==> config.mk <==
export PLATFORM = sky130hd
export DESIGN_NAME = platform_colour_gen
export DESIGN_NICKNAME = d
export VERILOG_FILES = /design/src/rtl/platform_colour_gen.sv
export SDC_FILE = /design/constraint.sdc
export NUM_CORES = 1
export LEC_CHECK = 0
export BUFFER_PORTS_ARGS = -buffer_cell sky130_fd_sc_hd__buf_2
export CORE_ASPECT_RATIO = 1.25
export CORE_UTILIZATION = 60
export CTS_CLUSTER_DIAMETER = 80
export CTS_CLUSTER_SIZE = 40
export DETAILED_ROUTE_END_ITERATION = 12
export GPL_TIMING_DRIVEN = 1
export PLACE_DENSITY = 0.78
export SYNTH_ARGS = -nofsm -noshare
export SYNTH_HDL_FRONTEND = slang
export SYNTH_SLANG_ARGS = --single-unit
export TNS_END_PERCENT = 100
==> constraint.sdc <==
create_clock -name clk -period 6 [get_ports clk]
set_input_delay 1.2 -clock clk [delete_from_list [all_inputs] [get_ports clk]]
set_output_delay 1.2 -clock clk [all_outputs]
set_load 0.03 [all_outputs]
==> src/rtl/platform_colour_gen.sv <==
// platform_colour_gen: upstream stage of the ball/platform updater.
// Owns the platform positions, the platform colours and the ball colour. It scrolls the
// platforms on update cycles and draws a fresh colour set whenever the score changes.
// Optional build macro: DISTINCT_COLOURS_EN makes committed platform colours pairwise distinct.
//
// state  | meaning
// IDLE   | waiting for score_in to differ from the latched score
// GEN    | one LFSR draw per cycle into the next free candidate slot
// PICK   | choose the ball colour from one of the four candidates
// COMMIT | publish all colours at once, held off while statesig == 11
module platform_colour_gen #(
   parameter logic [15:0] LFSR_SEED  = 16'hACE1,
   parameter int unsigned SCROLL_DIV = 8,
   parameter logic [6:0]  PLAT_BASE  = 7'd20,
   parameter logic [6:0]  PLAT_GAP   = 7'd25,
   parameter logic [6:0]  PLAT_WRAP  = 7'd116,
   parameter int unsigned MAX_TRIES  = 16
) (
   input  logic        clk,
   input  logic        resetn,
   input  logic [1:0]  statesig,
   input  logic [31:0] score_in,
   input  logic        gameover,
   output logic [27:0] position_plats,
   output logic [11:0] color_plats,
   output logic [2:0]  color_ball,
   output logic        shuffle_busy,
   output logic        shuffle_done
);

   // A zero seed would lock the LFSR up, so it falls back to the default.
   localparam logic [15:0] SEED      = (LFSR_SEED == 16'h0000) ? 16'hACE1 : LFSR_SEED;
   localparam logic [15:0] DIV_LAST  = 16'(SCROLL_DIV - 1);
   localparam logic [7:0]  TRY_LIMIT = 8'(MAX_TRIES);

   typedef enum logic [1:0] {IDLE, GEN, PICK, COMMIT} state_t;

   function automatic logic [2:0] fallback_colour(input int k);
      case (k)
         0:       return 3'b001;
         1:       return 3'b010;
         2:       return 3'b100;
         default: return 3'b111;
      endcase
   endfunction

   state_t      state_q, state_d;
   logic [15:0] lfsr_q;
   logic [15:0] scroll_q;
   logic [6:0]  pos_q [4];
   logic [2:0]  col_q [4];
   logic [2:0]  ball_q;
   logic [31:0] score_q, score_d;
   logic        frozen_q;
   logic        freeze;
   logic [2:0]  slot_q [4];
   logic [2:0]  slot_d [4];
   logic [2:0]  fill_q, fill_d;
   logic [7:0]  tries_q, tries_d;
   logic [2:0]  cand_q, cand_d;
   logic [2:0]  draw;
   logic        accept;
   logic        commit;
   logic        busy_q;
   logic        done_q;

   // Gameover freezes the block until the next reset.
   assign freeze = gameover | frozen_q;

   // LFSR free-runs every cycle; platforms scroll one pixel every SCROLL_DIV update cycles.
   always_ff @(posedge clk or negedge resetn) begin
      if (!resetn) begin
         lfsr_q   <= SEED;
         scroll_q <= '0;
         for (int i = 0; i < 4; i++) pos_q[i] <= PLAT_BASE + PLAT_GAP * 7'(i);
      end else begin
         lfsr_q <= {lfsr_q[14:0], lfsr_q[15] ^ lfsr_q[13] ^ lfsr_q[12] ^ lfsr_q[10]};
         if ((statesig == 2'b11) && !freeze) begin
            if (scroll_q == DIV_LAST) begin
               scroll_q <= '0;
               for (int i = 0; i < 4; i++)
                  pos_q[i] <= (pos_q[i] == 7'd0) ? PLAT_WRAP : pos_q[i] - 7'd1;
            end else begin
               scroll_q <= scroll_q + 16'd1;
            end
         end
      end
   end

   // Shuffle next-state: draw candidates, pick the ball, then commit atomically.
   always_comb begin
      state_d = state_q;
      score_d = score_q;
      slot_d  = slot_q;
      fill_d  = fill_q;
      tries_d = tries_q;
      cand_d  = cand_q;
      commit  = 1'b0;
      draw    = lfsr_q[2:0];
      accept  = 1'b0;
      if (freeze) begin
         state_d = IDLE;
      end else begin
         case (state_q)
            IDLE: begin
               if (score_in != score_q) begin
                  score_d = score_in;
                  fill_d  = 3'd0;
                  tries_d = 8'd0;
                  state_d = GEN;
               end
            end
            GEN: begin
               // Black is the background colour and is never a legal draw.
               accept = (draw != 3'b000);
`ifdef DISTINCT_COLOURS_EN
               for (int k = 0; k < 4; k++)
                  if ((3'(k) < fill_q) && (slot_q[k] == draw)) accept = 1'b0;
`endif
               tries_d = tries_q + 8'd1;
               if (accept) begin
                  slot_d[fill_q[1:0]] = draw;
                  fill_d = fill_q + 3'd1;
               end
               if (fill_d == 3'd4) begin
                  state_d = PICK;
               end else if (tries_d == TRY_LIMIT) begin
                  for (int k = 0; k < 4; k++) begin
`ifdef DISTINCT_COLOURS_EN
                     // Replace the whole set so earlier draws cannot collide with the palette.
                     slot_d[k] = fallback_colour(k);
`else
                     if (3'(k) >= fill_d) slot_d[k] = fallback_colour(k);
`endif
                  end
                  state_d = PICK;
               end
            end
            PICK: begin
               cand_d  = slot_q[lfsr_q[1:0]];
               state_d = COMMIT;
            end
            COMMIT: begin
               if (statesig != 2'b11) begin
                  commit  = 1'b1;
                  state_d = IDLE;
               end
            end
            default: state_d = IDLE;
         endcase
      end
   end

   // Shuffle state and the published colour set.
   always_ff @(posedge clk or negedge resetn) begin
      if (!resetn) begin
         state_q  <= IDLE;
         score_q  <= '0;
         frozen_q <= 1'b0;
         fill_q   <= '0;
         tries_q  <= '0;
         cand_q   <= 3'b001;
         for (int k = 0; k < 4; k++) slot_q[k] <= 3'b000;
         col_q[0] <= 3'b001;
         col_q[1] <= 3'b010;
         col_q[2] <= 3'b100;
         col_q[3] <= 3'b110;
         ball_q   <= 3'b001;
         busy_q   <= 1'b0;
         done_q   <= 1'b0;
      end else begin
         state_q  <= state_d;
         score_q  <= score_d;
         frozen_q <= freeze;
         fill_q   <= fill_d;
         tries_q  <= tries_d;
         cand_q   <= cand_d;
         slot_q   <= slot_d;
         if (commit) begin
            col_q  <= slot_q;
            ball_q <= cand_q;
         end
         busy_q <= (state_d != IDLE);
         done_q <= commit;
      end
   end

   assign position_plats = {pos_q[3], pos_q[2], pos_q[1], pos_q[0]};
   assign color_plats    = {col_q[3], col_q[2], col_q[1], col_q[0]};
   assign color_ball     = ball_q;
   assign shuffle_busy   = busy_q;
   assign shuffle_done   = done_q;

endmodule

==> impl_results.md <==
- Die Area: 11,100 µm²
- # diodes: 0
- Worst-Skew Late Latency: 0.42 ns
- H-tree Lvls: 4
- Worst rel slew slack: 0.120
- Cts hold-fix bufs: 0
- Worst Hold Class: reg2reg
- CTS Buf Count: 17
- IO Pins: 82
- First-pass GRT wire length: 21,300 µm
- Max-slew violation count: 0
- Crit-path max cell delay: 0.95 ns
- Clock-pin slew on the worst setup and hold paths: ~0.060 ns
- CTS tree: built
- Initial antenna violation count: 0
- Worst Path Buf+Inv: 2
- Area growth syn-to-layout: 18.2%
- Core area: 10,300 µm²
- Vias in the first global route: 4,477
- Final setup violation count: 0
- Post-CTS setup buffer count: 0
- Avg WL per Cell: 16.8 µm
- Pleak: 0.00361 µW
- Ys flop type: dfrtp_1
- Routed WL: 12,800 µm
- Crit-path cells: buf_2 > xnor2_1 > nand4_1 > nor4_1 > a211o_1 > buf_4 > mux2_2
- Syn nets: 587
- RSZ-0062 raised after global routing: false
- Yosys cell types: 55
- Maximum fanout along the worst path: 30
- Pre-antenna DRT Iters: 4
- Syn. warnings: 0
- Die H: 117 µm
- Worst setup SP type: input pin
- Grt ovf: 0
- ANT nets after route: 0
- Async set-reset flop share out of synthesis: 1.00
- Vias per cell: 5.85
- Number of synthesized flops with an enable pin: 0
- Flop and latch count out of synthesis: 138
- Dpl hpwl: 8640 µm
- Setup tns final: 0 ns
- Worst slew pin tran: around 1.3 ns
- Die width: 94.4 µm
- PortBufs: 81
- Fin nets: 669
- Residual DRC: 0
- Worst path slowest cell: a211o_1
- PostCTS Resize Cnt: 0
- Power Density: 297 nW/µm²
- Max clock buf depth: 2
- Final Util: 0.737
- 1st-iter DRT viols: roughly 280
- CP required: 6.30 ns
- Status: finished clean
- Critical Path AT: 3.88 ns
- Cell Area, Synth: about 6400 µm²
- Root Buffer: clkbuf_16
- Peak VDD IR: ~0.20 mV
- Vias: approximately 4,500
- Part of the cycle the worst path needs: 0.596
- Routability cong.: just over 0.8
- Fmax: 279 MHz
- GRT Util Overall: 0.249
- Clock Sink Count: 138
- Commonest cells after routing, fill and taps aside: 108 x dfrtp_1, 80 x buf_2, 54 x mux2_2
- Initial Util: 0.624
- Cell Rows: 41
- Setup CP Type: in2reg
- Tmin final: 3.58 ns
- R2R setup slack: 2.89 ns
- Total power: about 2200 µW
- CP top delay family: compound AO/OA/AOI/OAI gates
- Synth Area per Inst: 11.9 µm²
- Share of cells above drive strength 1: 0.344
- Most common cell after layout, fill and taps aside: dfrtp_1
- Pin count of the biggest net entering global routing: 49
- Post-Synthesis Cells: 539
- Sequential element share of the synthesized area: 0.545
- Final Hold Fails: 0
- Clk_skew: 0.00815 ns
- Crit end category: flop
- MaxCap Viol Count: 0
area by class of cell:
type | count | area (µm²)
multi-input cells | 366 | 2760
fillers | 675 | 2700
repair buffers | 85 | 438
flip-flops and latches | 138 | 3490
clock inverters | 15 | 244
inverters | 13 | 48.8
well taps | 129 | 161
clock buffers | 17 | 425
per-stage QoR:
stage	std cells	cell area [µm²]	hold WS, ns	setup slack (ns)
after CTS	763	7560	0.360	2.42
after global placement	731	6900	0.335	2.16
after floorplan	539	6400	0.331	3.20
final	763	7560	0.359	2.42
after detailed placement	731	6900	0.341	1.98
after global routing	763	7560	0.361	2.27
worst paths after layout:
check / startpoint / to / cells after the start
worst min register to register: lfsr_q[14] / lfsr_q[15] / 0
min in group asynchronous: resetn / color_ball[1] / 1
worst max-delay path: score_in[10] / score_q[13] / 7
worst max register to register: score_q[10] / score_q[13] / 6
max in group asynchronous: resetn / slot_q[8] / 2
worst min-delay path: lfsr_q[14] / lfsr_q[15] / 0
cells in the mapped netlist (9+ instances only):
cell type / n / area [µm²]
a21oi_1: 11 / 55.1
clkbuf_1: 13 / 48.8
dfrtp_1: 108 / 2700
dfstp_2: 30 / 788
ha_1: 11 / 138
inv_1: 13 / 48.8
mux2_2: 54 / 608
nand2_1: 30 / 113
nand3_1: 25 / 125
nand4_1: 14 / 87.6
nor2_1: 35 / 131
o21ai_0: 17 / 85.1
or3_1: 11 / 68.8
xnor2_1: 53 / 464
xor2_1: 9 / 78.8
layer usage:
metal	vias to the layer above	part of all wire	global-route usage
met5	-	0	0
met4	0	0.015	0.0904
met3	18	0.050	0.0711
met1	2222	0.43	0.312
li1	2105	-	-
met2	121	0.51	0.408
flip-flops by register name, summed over array words and instances (netlist names):
register and cells:
score_q 32, position_plats 28, lfsr_q 16, scroll_q 16
color_plats 12, slot_q 12, tries_q 8, cand_q 3
color_ball 3, fill_q 3, state_q 2, frozen_q 1
shuffle_busy 1, shuffle_done 1
cells by family (layout without fill, tap and decap cells):
logic type	Yosys count	after routing	synth area share
buffers and inverters	35	130	0.0240
XOR/XNOR	62	62	0.0848
adder cells (fa/ha/maj)	11	11	0.0215
flip-flops	138	138	0.545
multiplexers	63	63	0.116
AND/OR/NAND/NOR	162	162	0.134
AO/OA/AOI/OAI	68	68	0.0747
where the power goes:
group | switching [µW] | internal [µW]
Clock | 402 | 780
Combinational | 51.0 | 43.3
Sequential | 15.3 | 952
Power figures use the tool's default switching activity.
